**src/rtl/dcache.sv**
```systemverilog
// dcache: direct-mapped write-through, no-write-allocate cache; 4-word refill over a request/ack bus.
// Load hits complete with no wait state. DCACHE_WBUF_EN adds a one-entry background store buffer.
module dcache #(
    parameter int NB_LINES = 16
) (
    input  logic        clk,
    input  logic        reset_n,
    input  logic [31:0] MCACHE_ADR_SM,
    input  logic [31:0] MCACHE_DATA_SM,
    input  logic        MCACHE_ADR_VALID_SM,
    input  logic        MCACHE_LOAD_SM,
    input  logic        MCACHE_STORE_SM,
    input  logic [3:0]  byt_sel,
    output logic [31:0] MCACHE_RESULT_SM,
    output logic        MCACHE_STALL_SM,
    output logic        BUS_ERROR_SX,
    input  logic        DCACHE_FLUSH,
    output logic        MEM_REQ,
    output logic        MEM_WE,
    output logic [31:0] MEM_ADR,
    output logic [31:0] MEM_WDATA,
    output logic [3:0]  MEM_BE,
    input  logic [31:0] MEM_RDATA,
    input  logic        MEM_ACK,
    input  logic        MEM_ERR
);
    localparam int IW = $clog2(NB_LINES);
    localparam int TW = 28 - IW;

    typedef enum logic [1:0] {IDLE, REFILL, WRITE, DONE} state_t;
    state_t state_q, state_d;

    logic [31:0]         data_q [NB_LINES][4];
    logic [TW-1:0]       tag_q  [NB_LINES];
    logic [NB_LINES-1:0] valid_q, valid_d;

    logic [TW-1:0] rtag_q, rtag_d;
    logic [IW-1:0] ridx_q, ridx_d;
    logic [1:0]    cnt_q, cnt_d;
    logic          flush_q, flush_d;
    logic [31:0]   wadr_q, wadr_d, wdat_q, wdat_d;
    logic [3:0]    wbe_q, wbe_d;
    logic          mem_req_q, mem_req_d, mem_we_q, mem_we_d;
    logic [31:0]   mem_adr_q, mem_adr_d, mem_wdata_q, mem_wdata_d;
    logic [3:0]    mem_be_q, mem_be_d;

    logic [TW-1:0] req_tag;
    logic [IW-1:0] req_idx;
    logic [1:0]    req_word;
    logic          req_ld, req_st, hit, ack_ok, ack_err, refill_we, merge_we;
    logic [31:0]   st_lanes;

    assign req_tag  = MCACHE_ADR_SM[31:4+IW];
    assign req_idx  = MCACHE_ADR_SM[3+IW:4];
    assign req_word = MCACHE_ADR_SM[3:2];
    assign req_ld   = MCACHE_ADR_VALID_SM && (byt_sel != 4'b0000) && MCACHE_LOAD_SM;
    assign req_st   = MCACHE_ADR_VALID_SM && (byt_sel != 4'b0000) && MCACHE_STORE_SM;
    assign hit      = valid_q[req_idx] && (tag_q[req_idx] == req_tag);
    assign ack_ok   = mem_req_q && MEM_ACK && !MEM_ERR;
    assign ack_err  = mem_req_q && MEM_ACK && MEM_ERR;
    assign st_lanes = (MCACHE_DATA_SM << {MCACHE_ADR_SM[1:0], 3'b000})
                    & {{8{byt_sel[3]}}, {8{byt_sel[2]}}, {8{byt_sel[1]}}, {8{byt_sel[0]}}};

    assign MEM_REQ   = mem_req_q;
    assign MEM_WE    = mem_we_q;
    assign MEM_ADR   = mem_adr_q;
    assign MEM_WDATA = mem_wdata_q;
    assign MEM_BE    = mem_be_q;

    always_comb begin
        state_d = state_q;   valid_d = valid_q;   rtag_d = rtag_q;   ridx_d = ridx_q;
        cnt_d = cnt_q;       flush_d = flush_q | DCACHE_FLUSH;
        wadr_d = wadr_q;     wdat_d = wdat_q;     wbe_d = wbe_q;
        mem_req_d = mem_req_q;   mem_we_d = mem_we_q;   mem_adr_d = mem_adr_q;
        mem_wdata_d = mem_wdata_q;   mem_be_d = mem_be_q;
        MCACHE_STALL_SM = 1'b0;  MCACHE_RESULT_SM = 32'h0;  BUS_ERROR_SX = 1'b0;
        refill_we = 1'b0;        merge_we = 1'b0;
        case (state_q)
            IDLE: begin
                if (flush_q || DCACHE_FLUSH) begin
                    MCACHE_STALL_SM = 1'b1;
                    valid_d = '0;
                    flush_d = 1'b0;
                end else if (req_ld && hit) begin
                    MCACHE_RESULT_SM = data_q[req_idx][req_word];
                end else if (req_ld) begin
                    MCACHE_STALL_SM = 1'b1;
                    rtag_d = req_tag;
                    ridx_d = req_idx;
                    valid_d[req_idx] = 1'b0;
                    cnt_d = 2'd0;
                    state_d = REFILL;
                end else if (req_st) begin
                    merge_we = hit;
                    wadr_d = {MCACHE_ADR_SM[31:2], 2'b00};
                    wdat_d = st_lanes;
                    wbe_d = byt_sel;
                    state_d = WRITE;
`ifdef DCACHE_WBUF_EN
                    MCACHE_STALL_SM = 1'b0;
`else
                    MCACHE_STALL_SM = 1'b1;
`endif
                end
            end
            REFILL: begin
                MCACHE_STALL_SM = 1'b1;
                if (!mem_req_q) begin
                    mem_req_d = 1'b1;
                    mem_we_d = 1'b0;
                    mem_adr_d = {rtag_q, ridx_q, cnt_q, 2'b00};
                    mem_be_d = 4'hF;
                end else if (ack_err) begin
                    mem_req_d = 1'b0;
                    MCACHE_STALL_SM = 1'b0;
                    BUS_ERROR_SX = 1'b1;
                    state_d = IDLE;
                end else if (ack_ok) begin
                    mem_req_d = 1'b0;
                    refill_we = 1'b1;
                    cnt_d = cnt_q + 2'd1;
                    if (cnt_q == 2'd3) begin
                        valid_d[ridx_q] = 1'b1;
                        state_d = IDLE;
                    end
                end
            end
            WRITE: begin
`ifdef DCACHE_WBUF_EN
                // The buffered store already retired; keep serving hits while it drains.
                if (req_ld && hit) MCACHE_RESULT_SM = data_q[req_idx][req_word];
                else               MCACHE_STALL_SM = req_ld || req_st;
`else
                MCACHE_STALL_SM = 1'b1;
`endif
                if (!mem_req_q) begin
                    mem_req_d = 1'b1;
                    mem_we_d = 1'b1;
                    mem_adr_d = wadr_q;
                    mem_wdata_d = wdat_q;
                    mem_be_d = wbe_q;
                end else if (ack_err) begin
                    mem_req_d = 1'b0;
                    BUS_ERROR_SX = 1'b1;
                    state_d = IDLE;
`ifndef DCACHE_WBUF_EN
                    MCACHE_STALL_SM = 1'b0;
`endif
                end else if (ack_ok) begin
                    mem_req_d = 1'b0;
`ifdef DCACHE_WBUF_EN
                    state_d = IDLE;
`else
                    state_d = DONE;
`endif
                end
            end
            DONE: begin
                state_d = IDLE;
            end
        endcase
    end

    always_ff @(posedge clk or negedge reset_n) begin
        if (!reset_n) begin
            state_q <= IDLE;     valid_q <= '0;      rtag_q <= '0;    ridx_q <= '0;
            cnt_q <= 2'd0;       flush_q <= 1'b0;    wadr_q <= '0;    wdat_q <= '0;
            wbe_q <= 4'h0;       mem_req_q <= 1'b0;  mem_we_q <= 1'b0;
            mem_adr_q <= '0;     mem_wdata_q <= '0;  mem_be_q <= 4'h0;
        end else begin
            state_q <= state_d;  valid_q <= valid_d; rtag_q <= rtag_d; ridx_q <= ridx_d;
            cnt_q <= cnt_d;      flush_q <= flush_d; wadr_q <= wadr_d; wdat_q <= wdat_d;
            wbe_q <= wbe_d;      mem_req_q <= mem_req_d;  mem_we_q <= mem_we_d;
            mem_adr_q <= mem_adr_d;  mem_wdata_q <= mem_wdata_d;  mem_be_q <= mem_be_d;
        end
    end

    // Arrays need no reset: the valid bits alone decide whether their contents are used.
    always_ff @(posedge clk) begin
        if (refill_we) begin
            data_q[ridx_q][cnt_q] <= MEM_RDATA;
            tag_q[ridx_q] <= rtag_q;
        end
        if (merge_we) begin
            for (int b = 0; b < 4; b++) begin
                if (byt_sel[b]) data_q[req_idx][req_word][8*b +: 8] <= st_lanes[8*b +: 8];
            end
        end
    end
endmodule

```
**config.mk**
```make
export PLATFORM = sky130hd
export DESIGN_NAME = dcache
export DESIGN_NICKNAME = d
export VERILOG_FILES = /design/src/rtl/dcache.sv
export SDC_FILE = /design/constraint.sdc
export NUM_CORES = 2
export LEC_CHECK = 0
export ABC_AREA = 1
export CORE_MARGIN = 1.5
export CORE_UTILIZATION = 56
export CTS_CLUSTER_DIAMETER = 80
export DETAILED_ROUTE_END_ITERATION = 8
export PLACE_DENSITY = 0.76
export REMOVE_ABC_BUFFERS = 1
export SETUP_SLACK_MARGIN = 0.02
export SLEW_MARGIN = 40
export SYNTH_ARGS = -nofsm -noshare
export SYNTH_HDL_FRONTEND = slang
export SYNTH_SLANG_ARGS = --single-unit
```
**constraint.sdc**
```tcl
create_clock -name clk -period 5 [get_ports clk]
set_input_delay 1 -clock clk [delete_from_list [all_inputs] [get_ports clk]]
set_output_delay 1 -clock clk [all_outputs]
set_load 0.03 [all_outputs]
```
Word level (Yosys, flattened, before mapping)
Memories as Yosys holds them, arrays and structs flattened.
Cells that the tools add are included.
- mux-type cells: 484
- shifts and indexed selects: 1
- reduce and logical (&&, ||, !) cells: 27
- order comparisons: 8
- add/sub/neg operators: 1
- equality and inequality tests: 21
- bitwise operators: 395
- operator list (operator ; number):
    $mux 128 ; 7
    $mux 1 ; 422
    $or 1x1->1 ; 385
    $demux 32 s2 ; 5
    $mux 32 ; 9
    $mux 16 ; 8
    $reduce_or 128->1 ; 1
    $bmux 32 s2 ; 1
    $pmux 32 s2 ; 1
    $mux 2 ; 17
    $and 32x32->32 ; 1
    $pmux 16 s2 ; 1
    $shl 32x5->32 ; 1
    $eq 24x24->1 ; 1
    $mux 24 ; 1
    $ne 2x2->1 const B ; 10
    $ne 3x3->1 const B ; 6
    $and 16x16->16 ; 1
    $not 16->16 ; 1
    $or 16x16->16 ; 1
    $reduce_and 7->1 ; 2
    $logic_and 1x1->1 ; 12
    $mux 4 ; 3
    $lt 4x5->1 const B ; 2
    other kinds (26) ; 38
- memory bits (writable): 2432
- bits in registers: 185
- memories: 2
- output and inout port bits: 104
- memory list (name ; depth ; bits a word ; read ports ; clocked after Yosys merged registers in ; write ports ; RTL line ; source):
    data_q ; 16 ; 128 ; 1 ; 0 ; 1 ; 33 ; logic [31:0] data_q [NB_LINES][4];
    tag_q ; 16 ; 24 ; 1 ; 0 ; 1 ; 34 ; logic [TW-1:0] tag_q [NB_LINES];

Longest topological paths before layout
- word-level depth: 15
- depth in mapped cells: 27
- gate-level depth less buffers: 23

Worst setup path before layout
OpenSTA, ideal clock, no wires.
- path kind: input to register
- start: in MCACHE_ADR_SM[6]
- end: mem data_q[0][112] (netlist name), data pin
- slack: -1288 ps
- library setup time: 702 ps
- stages: 19
- data arrival time: 5586 ps
- cell sequence: buf_2 > nor2_2 > clkbuf_1 > nand2_1 > nand2_1 > inv_2 > nand2_1 > nand2_1 > nand2_1 > nand2_1 > nor2_1 > nand3_1 > nor2_2 > o21ai_2 > nand2_2 > inv_2 > buf_6 > clkbuf_1 > o21ai_0
- word-level cells in the longest chain between the ends: 15
- RTL lines (element ; RTL line ; source):
    start: declaration ; 8 ; input logic [31:0] MCACHE_ADR_SM,
    $mem_v2 16x24 / $bmux 1 s4 (equally long branches) ; - ;
    $eq 24x24->1 / $mux 1 (equally long branches) ; 58 ; assign hit = valid_q[req_idx] && (tag_q[req_idx] == req_tag);
    $logic_and 1x1->1 (*) ; 58 ;
    $mux 1 ; 93 ; end else if (req_st) begin
    $mux 1 ; 86 ; end else if (req_ld) begin
    $mux 1 (*) ; 84 ; end else if (req_ld && hit) begin
    $mux 1 (*) ; 80 ; if (flush_q || DCACHE_FLUSH) begin
    $mux 1 (*) ; 78 ; case (state_q)
    $mux 1 ; 184 ; if (merge_we) begin
    $mux 128 (not written as such) ; 186 ; if (byt_sel[b]) data_q[req_idx][req_word][8*b +: 8] <= st_lanes[8*b +: 8];
    $or 1x1->1 (no source line) (3 in series) ; - ;
    $reduce_or 128->1 (no source line) ; - ;
    $mux 128 (no source line) (*) ; - ;
    end: declaration ; 33 ;
Mark *: on every way between the ends. The rest lies on a longest branch, timed or not. The select of a mux whose other input is x is not followed.

Worst setup path in the final report
- start: in MCACHE_ADR_SM[4]
- end: out MCACHE_RESULT_SM[7]
- word-level cells in the longest chain between the ends: 7
- RTL lines (element ; RTL line ; source):
    $mem_v2 16x24, or another cell as far along ; - ;
    $eq 24x24->1, or another cell as far along ; 58 ;
    $logic_and 1x1->1 / $mux 32 (equally long branches) ; 58, 85 ;
    $logic_and 1x1->1 / $mux 32 (equally long branches) ; 84, 85 ;
    $mux 32 (*) ; 84 ;
    $mux 32 (*) ; 80 ;
    $mux 32 (*) ; 78 ;
    end: declaration ; 14 ; output logic [31:0] MCACHE_RESULT_SM,
Marks and branches as above.

==> flow_summary.toml <==
[critical_path]
regToRegEndpoint = "data_q[12][41]"
crit-reg2reg-launch = "tag_q[3][23]"
setup.worst_path.class = "in2out"
arrival_ns = 4.01
timing.critical_path.from = "MCACHE_ADR_SM[4]"
critPathRequiredTime_ns = 4.00
startpoint_type = "input pin"
critical_path_peak_fanout = 21
critPathCapture = "MCACHE_RESULT_SM[7]"
r2r.worst_path.cells = 21
rrSetupSlack_ns = 0.73
setup.worst_path.end_class = "output pin"

[power_and_ir_drop]
clkPwrFrac_pct = 37.7
power.share.switching_pct = 26.1
power_consumption_mw = 52.7
power.net_switching_mw = 13.7
cellLeakagePower_nw = 42.8
power_density_nw_per_um2 = 429
power_frac_comb_pct = 12.8
worst_ir_drop_vdd_uv = 435
relative_contribution_of_sequential_cells_to_total_power_pct = 49.4
power_report.internal_total_mw = 39.0

[routing]
wl_mm = 315
vias = 70526
detail_route.first_pass.iterations = 6
dr.max_layer_used = "met5"
drcViolationCount = 0
length_of_routed_wiring_on_met1_mm = 105
detail_route.vias_per_cell = 6.57
mean_routed_wirelength_per_cell_um = 29.3
antenna_violating_nets_left = 0
detailroute.wirelength.met3_mm = 40.1
routed-wl-met2_mm = 146
drt_first_iter_violations = 10726

[synth]
async_flop_share_pct = 7.00
synth_top_family_by_area = "compound AO/OA/AOI/OAI gates"
synth_enable_flop_cells = 2432
synth-xor-area-share_pct = 0
synthesized_cell_area_um2 = 99900
synth_cell_types = 45
synthesis.yosys.warnings = 0
synth.yosys.seq_area_share_pct = 77.7
synth_ff_type = "edfxtp_1"
synth-compound-area-share_pct = 11.9
post_synth_adder_cell_area_pct = 0.100
post_synth.cell_area_avg_um2 = 13.9
post_synth_and_or_nand_nor_area_fraction_pct = 7.73
synth.area.mux_share_pct = 0
post_synth_inst_count = 7164
synth-seq-cells = 2615

[global_route]
globalRoute.totalOverflow = 0
grt_usage_pct = 34.2
antenna_found_initial = 12
grt_pass1_vias = 68965
grt_pass1_wl_mm = 452
pin_count_of_the_biggest_net_entering_global_routing = 78

[run]
max-cap-violations = 0

[die]
dieHeight_um = 425
io_pins = 212
std_cell_rows = 154
die_x_um = 425
initial_utilization_pct = 56.5
die_area_um2 = 181000
core_area_um2 = 177000

[run_status]
violations_in_the_final_reports = "negative setup slack"
outcome = "complete, but fails checks"

[finish]
multi_input_area_um2 = 20500
design.final.nets = 8311
final_layout_size_suffix_gt1_share_pct = 19.1
area.sequential_um2 = 77600
flow.area_growth_from_synthesis_pct = 23.0
fill_cells = 10800

[clocking]
ctsLongestPathBuffers = 4
cts_sinks = 2615
tritoncts_clock_tree = "yes"
cts-htree-levels = 5
clkTransAtPathRegs_ns = 0.06
cts_buffers = 278
clk_latency_ns = 0.93
cts_root_buffer = "clkbuf_16"

[placed_design]
dpl.hpwl_mm = 189
gpl_congestion = 0.935
count_of_buffers_from_port_buffering = 209

[sta]
setup-violations-final = 1
fmax_mhz = 200
fin_worst_setup_slack_ns = -0.0125
clock_skews_ns = 0.0578
setup_repair_after_global_routing_missed_its_margin = "true"
finalMaxSlewViolations = 0
worst-slew-pin-transition_ns = 0.899
final_period_minus_worst_setup_slack_ns = 5.01
period_share_pct = 100
worst_slew_slack_as_a_fraction_of_its_limit_pct = 40.1
setup-tns-final_ns = -0.0125
hold_violations = 0

[min_path]
holdCritPathClass = "reg2reg"
[cells by family after synthesis]
group                      Yosys count
buffers and inverters              626
adders and majority gates            8
other                                1
and+or+nand+nor                   1942
DFF                               2615
AOI/OAI and AO/OA                 1972
[state kept, by name (all words and copies together) (netlist names)]
name       cells
MEM_ADR       30
MEM_BE         4
MEM_REQ        1
MEM_WDATA     32
MEM_WE         1
cnt_q          2
data_q      2048
flush_q        1
ridx_q         4
rtag_q        24
state_q        2
tag_q        384
valid_q       16
wadr_q        30
wbe_q          4
wdat_q        32
[power by group through the flow]
stage,clock [mW],sequential [mW],combinational [mW]
2_1_floorplan,0,26.6,2.59
3_3_place_gp,0,26.4,6.20
3_5_place_dp,0,26.5,6.35
4_1_cts,19.9,26.0,6.54
5_1_grt,20.8,26.1,7.05
6_report,19.9,26.1,6.77
[Yosys cell counts, types with 21 or more instances]
cell type / n / area (µm²)
nor3_1: 30 / 150
a31oi_1: 30 / 188
inv_1: 145 / 544
nand3_1: 54 / 270
clkbuf_1: 335 / 1260
a21oi_1: 56 / 280
dfrtp_1: 183 / 4580
buf_2: 62 / 310
o21ai_1: 28 / 140
nand4_1: 64 / 400
a41oi_1: 84 / 736
nand2_1: 1270 / 4770
o21ai_0: 661 / 3310
edfxtp_1: 2432 / 73000
buf_1: 52 / 195
a2111o_1: 21 / 236
o22ai_1: 1024 / 6410
nor2_1: 475 / 1780
[layout make-up]
class	instances	area share, %
Sequential cell	2615	63.2
Multi-Input combinational cell	3924	16.7
Timing Repair Buffer	1217	10.2
Clock buffer	349	6.08
Tap cell	2340	2.38
Clock inverter	127	0.934
Inverter	159	0.521
Antenna cell	6	0.0122
[cells in the final DEF (no fill, tap or decap), types with 25 or more instances in the layout]
master | Yosys | layout
clkbuf_1 | 335 | 58
o21ai_0 | 661 | 601
a31oi_1 | 30 | 30
nand3_1 | 54 | 51
nor2_1 | 475 | 435
clkinv_2 | 0 | 28
o22ai_1 | 1024 | 1024
clkbuf_16 | 0 | 293
clkinv_1 | 4 | 65
o21ai_1 | 28 | 75
nand2_2 | 17 | 50
nor2_4 | 7 | 25
buf_12 | 0 | 163
buf_4 | 13 | 816
a21oi_1 | 56 | 56
a41oi_1 | 84 | 73
nor2_2 | 12 | 34
edfxtp_1 | 2432 | 2432
clkdlybuf4s50_1 | 0 | 169
nand4_1 | 64 | 64
nand2_1 | 1270 | 1236
inv_1 | 145 | 143
dfrtp_1 | 183 | 183
[repair_timing]
| action | in CTS | in global routing |
|---|---|---|
| endpoints found under the setup margin | 33 | 33 |
| endpoints found under the hold margin | 33 | 0 |
| gates cloned | 14 | 5 |
| gates resized for setup | 144 | 71 |
| pin swaps | 15 | 18 |
| setup buffers | 10 | 12 |
| hold buffers | 1 | 0 |
[metrics by stage]
stage | setup WS [ns] | instances | hold slack [ns] | util (%) | instance area (µm²)
after floorplan | -10.74 | 6698 | 0.450 | - | 97900
after global placement | -1.43 | 10210 | 0.458 | 63.7 | 113000
after detailed placement | -0.655 | 10214 | 0.460 | 63.8 | 113000
after CTS | 0.00242 | 10715 | 0.472 | 69.3 | 122000
after global routing | -0.0687 | 10734 | 0.496 | 69.5 | 123000
final | -0.0125 | 10737 | 0.471 | 69.5 | 123000
[how the worst min path moves through the flow]
stage | end | slack, ns | startpoint | cells after the start
after global routing | MEM_WDATA[19] | 0.50 | MEM_WDATA[19] | 2
after detailed placement | MEM_WDATA[23] | 0.46 | MEM_WDATA[23] | 2
final | MEM_WDATA[23] | 0.47 | MEM_WDATA[23] | 2
after floorplan | MEM_WDATA[16] | 0.45 | wdat_q[16] | 2
after global placement | MEM_WDATA[18] | 0.46 | wdat_q[18] | 2
after CTS | MEM_WDATA[23] | 0.47 | MEM_WDATA[23] | 2
[routing by layer]
metal | GRT usage [%] | vias to the layer above
met1 | 43.3 | 34458
met4 | 23.0 | 10
met3 | 7.82 | 1072
li1 | - | 29345
met2 | 53.1 | 5641
met5 | 0 | -
[worst max-delay path: stages]
cell     delay (ns)
buf_6          0.14
buf_12         0.16
nand2_8        0.07
inv_2          0.06
buf_12         0.15
buf_12         0.16
nand2_1        0.07
nand4_1        0.09
nand2_1        0.08
nand2_2        0.08
nor2_2         0.14
nand2_1        0.10
nand2_1        0.10
nand2_1        0.07
nor2_2         0.13
nand3_2        0.14
nor2_4         0.22
nand3_4        0.17
buf_12         0.24
buf_16         0.21
nor2_4         0.14
buf_6          0.13
buf_12         0.11
No activity file was read; power rests on OpenSTA's default activity.
